### config.mk
export PLATFORM = sky130hd
export DESIGN_NAME = sdram_port_arbiter
export DESIGN_NICKNAME = d
export VERILOG_FILES = /design/src/rtl/sdram_arb_pkg.sv /design/src/rtl/sdram_arb_pick.sv /design/src/rtl/sdram_port_arbiter.sv
export SDC_FILE = /design/constraint.sdc
export NUM_CORES = 1
export LEC_CHECK = 0
export CAP_MARGIN = 10
export CORE_AREA = 2 2 91 93
export DETAILED_ROUTE_END_ITERATION = 8
export DIE_AREA = 0 0 93 95
export GPL_ROUTABILITY_DRIVEN = 0
export PLACE_DENSITY = 0.83
export RECOVER_POWER = 100
export SLEW_MARGIN = 20
export SYNTH_ARGS = -nofsm -noshare
export SYNTH_HDL_FRONTEND = slang
export SYNTH_SLANG_ARGS = --single-unit
### constraint.sdc
create_clock -name Clk -period 3.9 [get_ports Clk]
set_input_delay 0.975 -clock Clk [delete_from_list [all_inputs] [get_ports Clk]]
set_output_delay 0.975 -clock Clk [all_outputs]
set_load 0.01 [all_outputs]
### src/rtl/sdram_arb_pkg.sv
// Shared types for the SDRAM host-port arbiter.
// Burst FSM states and arbitration mode selectors.
package sdram_arb_pkg;

   typedef enum logic [1:0] {
      IDLE,
      CMD,
      WDATA,
      RDATA
   } arb_state_t;

   localparam int MODE_RR    = 0;
   localparam int MODE_FIXED = 1;

endpackage

### src/rtl/sdram_arb_pick.sv
// Combinational winner selection for the SDRAM arbiter.
// Round-robin from rr_ptr, or lowest index first.
module sdram_arb_pick
   import sdram_arb_pkg::*;
#(
   parameter int NCH  = 4,
   parameter int MODE = MODE_RR,
   parameter int IW   = $clog2(NCH)
) (
   input  logic [NCH-1:0] req,
   input  logic [IW-1:0]  rr_ptr,
   output logic [IW-1:0]  win,
   output logic           valid
);

   // Scan requesters; first hit in the search order wins.
   always_comb begin
      win   = '0;
      valid = 1'b0;
      if (MODE == MODE_FIXED) begin
         for (int i = NCH - 1; i >= 0; i--) begin
            if (req[i]) begin
               win   = IW'(i);
               valid = 1'b1;
            end
         end
      end else begin
         for (int k = 0; k < NCH; k++) begin
            if (!valid && req[(int'(rr_ptr) + k) % NCH]) begin
               win   = IW'((int'(rr_ptr) + k) % NCH);
               valid = 1'b1;
            end
         end
      end
   end

endmodule

### src/rtl/sdram_port_arbiter.sv
// N-channel burst arbiter in front of one SDRAM host port.
// One burst outstanding; data beats pass straight through.
module sdram_port_arbiter
   import sdram_arb_pkg::*;
#(
   parameter int NCH   = 4,
   parameter int AW    = 18,
   parameter int DW    = 16,
   parameter int BURST = 16,
   parameter int MODE  = MODE_RR
) (
   input  logic              Clk,
   input  logic              Reset,
   input  logic [NCH-1:0]    c_req,
   input  logic [NCH-1:0]    c_we,
   input  logic [NCH*AW-1:0] c_addr,
   input  logic [NCH*DW-1:0] c_wdata,
   output logic [NCH-1:0]    c_gnt,
   output logic [NCH-1:0]    c_wready,
   output logic [NCH-1:0]    c_rvalid,
   output logic [DW-1:0]     c_rdata,
   output logic [NCH-1:0]    c_done,
   output logic              mem_req,
   output logic              mem_we,
   output logic [AW-1:0]     mem_addr,
   input  logic              mem_gnt,
   output logic [DW-1:0]     mem_wdata,
   input  logic              mem_wready,
   input  logic              mem_rvalid,
   input  logic [DW-1:0]     mem_rdata
);

   localparam int IW = $clog2(NCH);
   localparam int CW = (BURST > 1) ? $clog2(BURST) : 1;
   localparam logic [CW-1:0] LAST = CW'(BURST - 1);

   arb_state_t       state, state_d;
   logic [IW-1:0]    idx, rr_ptr, win;
   logic             win_vld;
   logic             we_r;
   logic [AW-1:0]    addr_r;
   logic [CW-1:0]    cnt;
   logic             beat, last;

   sdram_arb_pick #(
      .NCH  (NCH),
      .MODE (MODE),
      .IW   (IW)
   ) u_pick (
      .req    (c_req),
      .rr_ptr (rr_ptr),
      .win    (win),
      .valid  (win_vld)
   );

   // Next state and per-channel strobes, gated by state and idx.
   always_comb begin
      state_d  = state;
      c_gnt    = '0;
      c_wready = '0;
      c_rvalid = '0;
      c_done   = '0;
      beat     = 1'b0;
      unique case (state)
         IDLE: begin
            if (win_vld) state_d = CMD;
         end
         CMD: begin
            if (mem_gnt) begin
               c_gnt[idx] = 1'b1;
               state_d    = we_r ? WDATA : RDATA;
            end
         end
         WDATA: begin
            c_wready[idx] = mem_wready;
            beat          = mem_wready;
         end
         RDATA: begin
            c_rvalid[idx] = mem_rvalid;
            beat          = mem_rvalid;
         end
         default: state_d = IDLE;
      endcase
      last = beat && (cnt == LAST);
      if (last) begin
         c_done[idx] = 1'b1;
         state_d     = IDLE;
      end
   end

   // State register.
   always_ff @(posedge Clk) begin
      if (Reset) state <= IDLE;
      else       state <= state_d;
   end

   // Capture the winning command at arbitration time.
   always_ff @(posedge Clk) begin
      if (Reset) begin
         idx    <= '0;
         we_r   <= 1'b0;
         addr_r <= '0;
      end else if (state == IDLE && win_vld) begin
         idx    <= win;
         we_r   <= c_we[win];
         addr_r <= c_addr[win*AW +: AW];
      end
   end

   // Beat counter: cleared on command accept, advanced per beat.
   always_ff @(posedge Clk) begin
      if (Reset)                       cnt <= '0;
      else if (state == CMD && mem_gnt) cnt <= '0;
      else if (beat)                   cnt <= last ? '0 : cnt + 1'b1;
   end

   // Round-robin pointer moves past the channel that just finished.
   always_ff @(posedge Clk) begin
      if (Reset)     rr_ptr <= '0;
      else if (last) rr_ptr <= (idx == IW'(NCH - 1)) ? '0 : idx + 1'b1;
   end

   assign mem_req   = (state == CMD);
   assign mem_we    = we_r;
   assign mem_addr  = addr_r;
   assign mem_wdata = c_wdata[idx*DW +: DW];
   assign c_rdata   = mem_rdata;

endmodule
=== Word-level counts from Yosys, hierarchy flattened ===
Index checks and enable logic that the tools add are counted.
W data, S select, Z words.

* Flip-flop bits (word level): 29
* Output and inout bits: 68

* Equal/unequal tests: 7
* $mul: 1
* Add/sub/neg operators: 5
* Reduce and logical (&&, ||, !) cells: 18
* Shift-type cells: 2
* Magnitude comparators: 7
* Bitwise gates (word level): 5
* Muxes and demuxes: 35

{| class="wikitable"
|+ Operators with widths
! operator !! number
|-
| $shiftx A72 B8 Y18 || 1
|-
| $shiftx A64 B7 Y16 || 1
|-
| $mux W4 || 6
|-
| $mux W1 || 14
|-
| $mux W2 || 7
|-
| $lt A3 B4 Y1 const B || 3
|-
| $bmux W1 S2 || 5
|-
| $reduce_or A2 Y1 || 5
|-
| $lt A2 B3 Y1 const B || 3
|-
| $and A4 B4 Y4 || 2
|-
| $logic_and A1 B1 Y1 || 7
|-
| $eq A2 B2 Y1 const B || 3
|-
| $mul A2 B4 Y6 const B || 1
|-
| $add A2 B1 Y2 const B || 2
|-
| $add A2 B2 Y2 const B || 2
|-
| $add A4 B1 Y4 const B || 1
|-
| $eq A4 B4 Y1 const B || 1
|-
| $pmux W2 S2 || 1
|-
| $and A1 B1 Y1 const A || 3
|-
| $logic_not A1 Y1 || 3
|-
| $reduce_and A3 Y1 || 1
|-
| $demux W1 S2 || 1
|-
| $eq A2 B1 Y1 const B || 1
|-
| $ge A2 B1 Y1 const B || 1
|-
| 5 further kinds || 5
|}

=== Logic depth before layout (Yosys ltp) ===
Gate-level depths: netlist of run 1.

* Word-level depth: 16
* Mapped depth: 8
* Gate-level depth less buffers: 5

=== Modules after synthesis ===
From an unflattened synthesis of run 1, not the netlist that was laid out.

* Cells, all modules: 195
* Area, all modules: 2,326.0 um^2

{| class="wikitable"
|+ Modules (own cells, without submodules)
! module !! area each (um^2) !! times used !! cells each
|-
| sdram_port_arbiter || 2,248.4 || 1 || 180
|-
| sdram_arb_pick || 77.6 || 1 || 15
|}

=== Worst setup path before layout of run 1 ===
No wires, ideal clock.

* Path type: in2out
* Start point: input mem_rvalid
* End point: output c_done[0]
* Data arrival time: 1,738 ps
* Setup slack: 1,187 ps
* Stages: 5
* Data required time: 2,925 ps
* Cells stage by stage: mux2i_1 and2b_1 nand2_1 nor2_1 and2_1

* Cells in the longest elaborated chain, start to end: 3

{| class="wikitable"
|+ RTL lines
! element !! line !! source
|-
| start: declaration || sdram_port_arbiter.sv:29 || <nowiki>input logic mem_rvalid,</nowiki>
|-
| $pmux W1 S2 || sdram_port_arbiter.sv:64 || <nowiki>unique case (state)</nowiki>
|-
| $logic_and A1 B1 Y1 || sdram_port_arbiter.sv:84 || <nowiki>last = beat && (cnt == LAST);</nowiki>
|-
| $mux W4 || sdram_port_arbiter.sv:85 || <nowiki>if (last) begin</nowiki>
|-
| end: declaration || sdram_port_arbiter.sv:22 || <nowiki>output logic [NCH-1:0] c_done,</nowiki>
|}

Every way passes these cells.

=== Final worst setup path of run 1 ===
* Start point: input mem_rvalid
* End point: output c_done[2]

Same word-level chain as after synthesis.

==> out/qor.log, run 1 <==
INFO  run_status     status=finished, final reports clean
INFO  finish         utilization=56.1%
INFO  worst_setup_path setup_crit_start=mem_rvalid
INFO  worst_setup_path critical_path_peak_fanout=5
INFO  worst_setup_path rr_startpoint=rr_ptr[0]$_SDFFE_PP0P_
INFO  worst_setup_path timing.reg2reg.worst_path_depth=6
INFO  global_route   globalRouteTotalUtil=18.1%
INFO  drt            route.antenna.remaining_nets=0
INFO  drt            wl_per_cell=16.2um
INFO  clock_tree     cts.reportedPaths.clkPinSlew=0.07ns
INFO  logic_synthesis netlist_instances=239
INFO  floorplanning  rows=33
INFO  worst_setup_path critPathCaptureType=output pin
INFO  drt            route.vias.total=2600
INFO  power          power_leakage=0.00185uW
INFO  sta            skew=0.00764ns
INFO  logic_synthesis yosys_register_bits=29
INFO  global_route   grt_antenna_before_repair=0
INFO  hold_path      hp-start=mem_addr[11]$_SDFFE_PP0P_
INFO  floorplanning  design.core.area=0.00793mm^2
INFO  clock_tree     ctsHoldBuffers=0
INFO  clock_tree     worstSkewPairLatency=0.28ns
INFO  sta            timing.setup.tns=0ns
INFO  hold_path      worst_hold_path_type=flip-flop to flip-flop
INFO  global_route   grt.overflow.total=0
INFO  logic_synthesis synthesis.area_per_instance=10.0um^2
INFO  worst_setup_path crit_path_cell_chain=clkdlybuf4s50_1 > mux2i_1 > and2b_1 > nand2_1 > nor2_2 > and2_0 > clkdlybuf4s50_1
INFO  sta            hold_violations=0
INFO  power          overall_power_after_layout=1150uW
INFO  finish         number_of_nets_in_the_layout=591
INFO  logic_synthesis ys_seq_area_share=24.2%
INFO  sta            min_period_over_period=94.3%
INFO  sta            setup-violations-final=0
INFO  finish         fillCellCount=704
INFO  worst_setup_path critical_path_required=2.92ns
INFO  sta            holdWs=0.462ns
INFO  worst_setup_path crit-reg2reg-capture=mem_addr[4]$_SDFFE_PP0P_
INFO  placed_design  numPortBuffers=200
INFO  floorplanning  die_height=95um
INFO  drt            dr.pass1.iters=4
INFO  placed_design  place_hpwl=6930um
INFO  logic_synthesis yosys_most_used_dff=dfxtp_1
INFO  finish         layout.cells.most_common=clkdlybuf4s50_1
INFO  logic_synthesis synthesis.nets=409
INFO  logic_synthesis synth_async_sr_flop_share=0%
INFO  sta            fmax=272MHz
INFO  floorplanning  floorplan.die.width=93um
INFO  global_route   grt_pass1_wl=12500um
INFO  finish         antenna_cells=0
INFO  floorplanning  pin_count=233
INFO  worst_setup_path critical_setup_path_kind=primary input to output pin
INFO  finish         layout_common_cells=clkdlybuf4s50_1 (152), dlygate4sd3_1 (48), mux2i_1 (41)
INFO  logic_synthesis yosys_warnings=0
INFO  placed_design  dp_cells=519
INFO  floorplanning  die_area=0.00884mm^2
INFO  drt            wl=8530um
INFO  worst_setup_path critical_path.most_common_cell=clkdlybuf4s50_1
INFO  logic_synthesis yosysUniqueCellTypes=44
INFO  hold_path      hold-path-cell-count=2
INFO  power          vdd_drop_max=187uV
INFO  sta            slew_headroom=43.7%
INFO  finish         stdcell_count=527
INFO  finish         area_delta_synth_final=85.3%
INFO  clock_tree     clock-root-buffer=clkbuf_8
INFO  finish         drive_above_1_share=9.24%
INFO  global_route   maximum_number_of_pins_on_one_net_before_global_route_repair=38
INFO  clock_tree     cts_max_path_buffers=2
INFO  hold_path      min_delay_worst_endpoint=mem_addr[11]$_SDFFE_PP0P_
INFO  sta            finalMaxSlewViolations=0
INFO  clock_tree     cts_tree=yes
INFO  drt            drt_first_iter_violations=55
INFO  global_route   grt_pass1_vias=2655
INFO  worst_setup_path setup.worst_path.start_class=primary input
INFO  clock_tree     cts_htree_levels=2
INFO  drt            vias_per_cell=4.93
INFO  run            drv.max_cap_violation_count=0
INFO  worst_setup_path slowest_delay=0.54ns
INFO  finish         area.sequential=581um^2
INFO  floorplanning  initial_utilization=30.3%
INFO  drt            route.detailed.drc=0
INFO  sta            grt_setup_unrepaired=false
INFO  clock_tree     cts-buffers-inserted=5
INFO  worst_setup_path critical_path_arrival=2.70ns
INFO  finish         multiInputGateArea=0.00157mm^2
INFO  worst_setup_path regToRegSetupSlack=1.98ns
INFO  logic_synthesis netlist_area=0.00240mm^2
INFO  logic_synthesis synth_enable_flop_cells=0
INFO  worst_setup_path slowest_stage=clkdlybuf4s50_1
INFO  clock_tree     clock-sinks=29
INFO  sta            worstMarginPinSlew=0.841ns
INFO  power          power_density=260mW/mm^2
INFO  sta            period_needed=3.68ns
## cell type report
| cell class | instances | area share (%) |
|---|---|---|
| timing repair buffer | 206 | 45.9 |
| multi-input combinational | 176 | 35.2 |
| sequential | 29 | 13.0 |
| tap | 105 | 2.95 |
| clock buffer | 7 | 1.94 |
| clock inverter | 1 | 0.675 |
| inverter | 3 | 0.253 |
## worst max-delay path: cells and delay by family
| family | cells | cell delay (ns) |
|---|---|---|
| buf+inv | 2 | 1.02 |
| mux | 1 | 0.06 |
| simple gates | 4 | 0.65 |
## how the worst max path moves through the flow
| stage | end |
|---|---|
| 2_1_floorplan | c_done[0] |
| 3_3_place_gp | c_done[2] |
| 4_1_cts | c_done[2] |
| 3_5_place_dp | c_done[2] |
| 6_report | c_done[2] |
| 5_1_grt | c_done[2] |
## registers in the layout, summed over array words and instances, names as in the netlist
register  flops
mem_addr     18
cnt           4
idx           2
rr_ptr        2
state         2
mem_we        1
## cell families (layout without fill, tap and decap cells)
group | Yosys count | in the layout | share of synthesized area (%)
AO/OA/AOI/OAI | 37 | 37 | 12.7
XOR/XNOR | 1 | 1 | 0.365
adder cells (fa/ha/maj) | 5 | 5 | 2.61
buffers and inverters | 34 | 217 | 10.5
flip-flops | 29 | 29 | 24.2
multiplexers | 57 | 57 | 32.1
AND/OR/NAND/NOR | 76 | 76 | 17.6
## Yosys cell counts (all sizes together) (2+ instances only)
cell type	count	share of area, %
o21ai	4	0.83
inv	3	0.47
nor2b	5	1.8
dfxtp	29	24
or3	3	0.78
mux2i	41	17
buf	27	9.4
ha	5	2.6
clkbuf	4	0.63
nand2	28	4.5
nor2	12	2.6
nand2b	2	0.52
o221ai	18	6.6
mux4	16	15
a21oi	6	1.3
and2	16	4.2
## layer usage
| metal | part of all wire (%) | up-vias | GRT usage (%) |
|---|---|---|---|
| li1 | - | 1246 | - |
| met1 | 36 | 1208 | 17.8 |
| met2 | 51 | 137 | 34.9 |
| met3 | 11 | 9 | 6.54 |
| met4 | 1.9 | 0 | 6.25 |
| met5 | 0 | - | 0 |
## report_power, final
part	internal [uW]	total, uW	switching (uW)
Sequential	330	351	21.5
Combinational	294	468	174
Clock	208	335	127
## metrics by stage
stage / instance area (um^2) / worst slack [ns]
floorplan: 2400 / 1.19
global placement: 4340 / 0.165
detailed placement: 4340 / 0.128
CTS: 4460 / 0.124
global route: 4450 / 0.0652
finish: 4450 / 0.224
## timing repair
action	CTS	global route
endpoints found under the setup margin	0	4
endpoints found under the hold margin	0	0
resized for setup	0	1
buffers inserted	0	0
(Power assumes the default switching activity.)
==> run 2: changes to the inputs <==
==> constraint.sdc (replaced) <==
create_clock -name Clk -period 4.6 [get_ports Clk]
set_input_delay 0.92 -clock Clk [delete_from_list [all_inputs] [get_ports Clk]]
set_output_delay 0.92 -clock Clk [all_outputs]
set_load 0.01 [all_outputs]
==> out/qor.log, run 2 (synthesized netlist as in run 1, its figures left out) <==
INFO  floorplanning  die_area=0.00884mm^2
INFO  clock_tree     worstSkewPairLatency=0.28ns
INFO  placed_design  place_hpwl=6890um
INFO  drt            routed-wl-met2=4350um
INFO  finish         number_of_nets_in_the_layout=587
INFO  worst_setup_path worst_path_top_cell_family_by_delay=buffers and inverters
INFO  drt            route.detailed.drc=0
INFO  drt            drt_first_iter_violations=58
INFO  drt            wl_per_cell=16.0um
INFO  finish         layout_common_cells=clkdlybuf4s50_1 (146), dlygate4sd3_1 (54), mux2i_1 (41)
INFO  worst_setup_path crit-reg2reg-capture=mem_addr[15]$_SDFFE_PP0P_
INFO  worst_setup_path critical_path.most_common_cell=dlygate4sd3_1
INFO  sta            worstMarginPinSlew=1.44ns
INFO  worst_setup_path slowest_stage=dlygate4sd3_1
INFO  sta            setup-violations-final=0
INFO  sta            hold_violations=0
INFO  worst_setup_path critical_path_peak_fanout=6
INFO  sta            slew_headroom=3.87%
INFO  worst_setup_path worstPathBufferInverterCount=2
INFO  drt            wl=8380um
INFO  sta            timing.setup.tns=0ns
INFO  run_status     status=finished, final reports clean
INFO  worst_setup_path regToRegSetupSlack=2.26ns
INFO  sta            fmax=255MHz
INFO  drt            met3RoutedLength=967um
INFO  worst_setup_path critical_path_required=3.68ns
INFO  worst_setup_path critPathCaptureType=output pin
INFO  sta            finalMaxSlewViolations=0
INFO  finish         layout.cells.most_common=clkdlybuf4s50_1
INFO  sta            min_period_over_period=85.3%
INFO  hold_path      hp-start=mem_addr[6]$_SDFFE_PP0P_
INFO  global_route   grt.overflow.total=0
INFO  global_route   grt_antenna_before_repair=0
INFO  clock_tree     cts_tree=yes
INFO  clock_tree     cts-buffers-inserted=5
INFO  floorplanning  rows=33
INFO  floorplanning  pin_count=233
INFO  floorplanning  die_height=95um
INFO  global_route   grt_pass1_vias=2631
INFO  worst_setup_path slowest_delay=0.60ns
INFO  global_route   maximum_number_of_pins_on_one_net_before_global_route_repair=38
INFO  drt            routed.top_layer=met4
INFO  clock_tree     cts.reportedPaths.clkPinSlew=0.07ns
INFO  worst_setup_path critical_path_arrival=3.00ns
INFO  clock_tree     post_cts.resized_instances=0
INFO  hold_path      min_delay_worst_endpoint=mem_addr[6]$_SDFFE_PP0P_
INFO  finish         fillCellCount=718
INFO  clock_tree     cts_htree_levels=2
INFO  worst_setup_path rr_startpoint=state[1]$_SDFFE_PP0P_
INFO  finish         drive_above_1_share=8.13%
INFO  floorplanning  floorplan.die.width=93um
INFO  worst_setup_path critical_setup_path_kind=primary input to output pin
INFO  placed_design  numPortBuffers=200
INFO  power          power_leakage=0.00184uW
INFO  hold_path      worst_hold_path_type=flip-flop to flip-flop
INFO  worst_setup_path setup.worst_path.start_class=primary input
INFO  global_route   grt_pass1_wl=12700um
INFO  sta            holdWs=0.467ns
INFO  sta            grt_setup_unrepaired=false
INFO  clock_tree     post_cts_buffers=0
INFO  clock_tree     clock-root-buffer=clkbuf_8
INFO  floorplanning  design.core.area=0.00793mm^2
INFO  finish         largest_register_ffs=18
INFO  drt            wl_met1=2890um
INFO  drt            vias_per_cell=4.90
INFO  floorplanning  initial_utilization=30.3%
INFO  finish         antenna_cells=0
INFO  clock_tree     clock-sinks=29
INFO  sta            skew=0.00593ns
INFO  hold_path      hold-path-cell-count=2
INFO  sta            period_needed=3.92ns
INFO  drt            route.vias.total=2565
INFO  worst_setup_path setup_crit_start=mem_wready
INFO  worst_setup_path crit_path_cell_chain=dlygate4sd3_1 > mux2i_1 > and2b_1 > nand2_1 > nor2_1 > and2_1 > dlygate4sd3_1
INFO  finish         area_delta_synth_final=83.0%
INFO  clock_tree     ctsHoldBuffers=0
INFO  worst_setup_path timing.reg2reg.worst_path_depth=4
INFO  power          vdd_drop_max=130uV
INFO  drt            route.antenna.remaining_nets=0
INFO  drt            dr.pass1.iters=4
INFO  power          power_density=209mW/mm^2
INFO  global_route   globalRouteTotalUtil=18.2%
INFO  run            drv.max_cap_violation_count=0
INFO  clock_tree     cts_max_path_buffers=2
-- run 2: layout make-up --
type / count / area (um^2) / share of cell area [%]
flip-flops and latches: 29 / 581 / 13.2
clock buffers: 6 / 82.6 / 1.88
repair buffers: 202 / 2010 / 45.8
well taps: 105 / 131 / 2.99
multi-input cells: 176 / 1560 / 35.5
clock inverters: 2 / 13.8 / 0.313
inverters: 3 / 11.3 / 0.256
-- run 2: worst register-to-register path, stage by stage, from the launching register on --
cell and delay (ns):
dfxtp_1 0.46, or3_1 0.36, nor2b_1 1.16, nand2_1 0.17
o221ai_1 0.12
-- run 2: routing by layer --
layer  vias up  GRT usage [%]
li1       1237              -
met1      1172           17.3
met2       145           35.8
met3        11           7.02
met4         0           6.00
met5         -              0
-- run 2: worst max path at each step --
stage | slack (ns) | cells past startpoint | to
after floorplan | 2.00 | 5 | c_done[0]
after global placement | 0.88 | 7 | c_done[2]
after detailed placement | 0.80 | 7 | c_done[3]
after CTS | 0.80 | 7 | c_done[3]
after global routing | 0.54 | 3 | mem_wdata[9]
final | 0.68 | 7 | c_done[3]
-- run 2: power breakdown --
| group | internal [uW] | switching (uW) | leakage [uW] |
|---|---|---|---|
| Clock | 121 | 108 | 0.0000512 |
| Combinational | 245 | 140 | 0.00155 |
| Sequential | 280 | 24.6 | 0.000238 |
-- run 2: metrics by stage --
| step | instances | total power (uW) | setup WS (ns) | area, um^2 | utilization, % |
|---|---|---|---|---|---|
| after floorplan | 239 | 498 | 2.00 | 2400 | - |
| after global placement | 515 | 711 | 0.880 | 4310 | 54.4 |
| after detailed placement | 515 | 719 | 0.802 | 4310 | 54.4 |
| after CTS | 523 | 951 | 0.799 | 4410 | 55.6 |
| after global routing | 523 | 966 | 0.545 | 4390 | 55.4 |
| final | 523 | 918 | 0.678 | 4390 | 55.4 |
==> run 3: changes to the inputs <==
--- a/config.mk
+++ b/config.mk
@@ -6,9 +6,9 @@
 export NUM_CORES = 1
 export LEC_CHECK = 0
 export CAP_MARGIN = 10
-export CORE_AREA = 2 2 91 93
+export CORE_UTILIZATION = 31
+export CTS_BUF_LIST = sky130_fd_sc_hd__clkbuf_8
 export DETAILED_ROUTE_END_ITERATION = 8
-export DIE_AREA = 0 0 93 95
 export GPL_ROUTABILITY_DRIVEN = 0
 export PLACE_DENSITY = 0.83
 export RECOVER_POWER = 100
==> constraint.sdc (replaced) <==
create_clock -name Clk -period 4.1 [get_ports Clk]
set_input_delay 0.82 -clock Clk [delete_from_list [all_inputs] [get_ports Clk]]
set_output_delay 0.82 -clock Clk [all_outputs]
set_load 0.01 [all_outputs]
==> out/qor.log, run 3 (synthesized netlist as in run 1, its figures left out) <==
INFO  run_status     status=finished, final reports clean
INFO  clock_tree     cts_htree_levels=2
INFO  floorplanning  die_area=0.00810mm^2
INFO  sta            hold_violations=0
INFO  clock_tree     cts_max_path_buffers=2
INFO  drt            route.antenna.remaining_nets=0
INFO  placed_design  placed_cell_area=0.00430mm^2
INFO  run            drv.max_cap_violation_count=0
INFO  floorplanning  rows=31
INFO  sta            timing.setup.tns=0ns
INFO  floorplanning  pin_count=233
INFO  worst_setup_path critical_setup_path_kind=primary input to output pin
INFO  worst_setup_path worstPathBufferInverterCount=2
INFO  worst_setup_path worst_path_top_cell_family_by_delay=buffers and inverters
INFO  worst_setup_path setup.worst_path.start_class=primary input
INFO  drt            route.vias.total=2580
INFO  global_route   globalRouteTotalUtil=21.5%
INFO  sta            period_needed=3.66ns
INFO  worst_setup_path critical_path.most_common_cell=dlygate4sd3_1
INFO  clock_tree     cts_tree=yes
INFO  global_route   maximum_number_of_pins_on_one_net_before_global_route_repair=38
INFO  finish         multiInputGateArea=0.00156mm^2
INFO  drt            met3RoutedLength=727um
INFO  drt            dr.pass1.iters=6
INFO  floorplanning  initial_utilization=32.6%
INFO  clock_tree     clock-root-buffer=clkbuf_8
INFO  worst_setup_path regToRegSetupSlack=1.77ns
INFO  placed_design  dp_cells=509
INFO  placed_design  numPortBuffers=200
INFO  drt            wl_met1=2960um
INFO  worst_setup_path critPathCaptureType=output pin
INFO  worst_setup_path critical_path_arrival=2.84ns
INFO  sta            slew_headroom=8.25%
INFO  clock_tree     cts-buffers-inserted=5
INFO  clock_tree     post_cts_buffers=0
INFO  hold_path      hold-path-cell-count=2
INFO  finish         layout.cells.most_common=clkdlybuf4s50_1
INFO  clock_tree     cts.reportedPaths.clkPinSlew=0.06ns
INFO  global_route   grt_pass1_vias=2750
INFO  placed_design  place_hpwl=7060um
INFO  sta            skew=0.0145ns
INFO  finish         number_of_nets_in_the_layout=587
INFO  finish         drive_above_1_share=7.91%
INFO  clock_tree     post_cts.resized_instances=0
INFO  finish         final_area=0.00438mm^2
INFO  hold_path      hp-start=mem_addr[8]$_SDFFE_PP0P_
INFO  sta            holdWs=0.460ns
INFO  worst_setup_path crit-reg2reg-capture=mem_addr[16]$_SDFFE_PP0P_
INFO  sta            min_period_over_period=89.3%
INFO  clock_tree     ctsHoldBuffers=0
INFO  drt            routed-wl-met2=4780um
INFO  power          power_density=233mW/mm^2
INFO  finish         area_delta_synth_final=82.4%
INFO  worst_setup_path timing.reg2reg.worst_path_depth=4
INFO  worst_setup_path critical_path_required=3.28ns
INFO  sta            fmax=273MHz
INFO  finish         antenna_cells=0
INFO  finish         fillCellCount=646
INFO  drt            route.detailed.drc=0
INFO  hold_path      worst_hold_path_type=flip-flop to flip-flop
INFO  sta            finalMaxSlewViolations=0
INFO  clock_tree     clock-sinks=29
INFO  floorplanning  die_height=90.0um
INFO  global_route   grt.overflow.total=0
INFO  drt            vias_per_cell=5.00
INFO  worst_setup_path slowest_stage=dlygate4sd3_1
INFO  global_route   grt_antenna_before_repair=0
INFO  power          vdd_drop_max=112uV
INFO  worst_setup_path critical_path_peak_fanout=6
INFO  worst_setup_path crit_path_cell_chain=dlygate4sd3_1 > mux2i_1 > and2b_1 > nand2_1 > nor2_1 > and2_1 > dlygate4sd3_1
INFO  floorplanning  design.core.area=0.00737mm^2
INFO  drt            wl=8570um
INFO  finish         area.sequential=581um^2
INFO  drt            wl_per_cell=16.6um
INFO  drt            routed.top_layer=met4
INFO  global_route   grt_pass1_wl=13900um
INFO  finish         largest_register_ffs=18
INFO  sta            worstMarginPinSlew=1.37ns
INFO  floorplanning  floorplan.die.width=90.0um
INFO  power          power_leakage=0.00181uW
INFO  drt            drt_first_iter_violations=91
INFO  worst_setup_path rr_startpoint=state[1]$_SDFFE_PP0P_
INFO  sta            grt_setup_unrepaired=false
INFO  worst_setup_path critical_path_cell_count=7
INFO  sta            setup-violations-final=0
INFO  finish         stdcell_count=516
INFO  clock_tree     worstSkewPairLatency=0.28ns
INFO  worst_setup_path slowest_delay=0.60ns
INFO  finish         layout_common_cells=clkdlybuf4s50_1 (157), dlygate4sd3_1 (43), mux2i_1 (41)
INFO  hold_path      min_delay_worst_endpoint=mem_addr[8]$_SDFFE_PP0P_
-- run 3: where the power goes --
part           switching, uW  internal [uW]  total [uW]
Clock                    110            133         242
Sequential              28.0            314         342
Combinational            159            278         437
-- run 3: worst max-delay path by stage --
stage,from,slack [ns],end
finish,mem_wready,0.44,c_done[0]
global route,idx[0]$_SDFFE_PP0P_,0.22,c_done[0]
CTS,mem_wready,0.58,c_done[0]
detailed placement,mem_wready,0.58,c_done[0]
global placement,mem_rvalid,0.62,c_done[0]
floorplan,mem_rvalid,1.70,c_done[0]
-- run 3: final cells by class --
cell class | instances | share of cell area (%)
Clock buffer | 6 | 1.89
Clock inverter | 1 | 0.171
Inverter | 3 | 0.257
Multi-Input combinational cell | 176 | 35.6
Sequential cell | 29 | 13.3
Tap cell | 99 | 2.83
Timing Repair Buffer | 202 | 46.0
-- run 3: per-stage QoR --
stage | util, % | setup slack (ns) | power, uW
after floorplan | - | 1.70 | 559
after global placement | 58.4 | 0.619 | 797
after detailed placement | 58.4 | 0.583 | 808
after CTS | 59.6 | 0.585 | 1050
after global routing | 59.4 | 0.216 | 1070
final | 59.4 | 0.438 | 1020
-- run 3: worst register-to-register path, cell delays in order, from the launching register on --
cell,delay (ns)
dfxtp_1,0.50
or3_1,0.35
nor2b_1,1.11
nand2_1,0.17
o221ai_1,0.12
-- run 3: per-layer routing --
layer,GRT usage (%),vias to the layer above
met5,0,-
met4,5.38,0
met1,20.7,1199
li1,-,1236
met2,43.3,137
met3,6.77,8
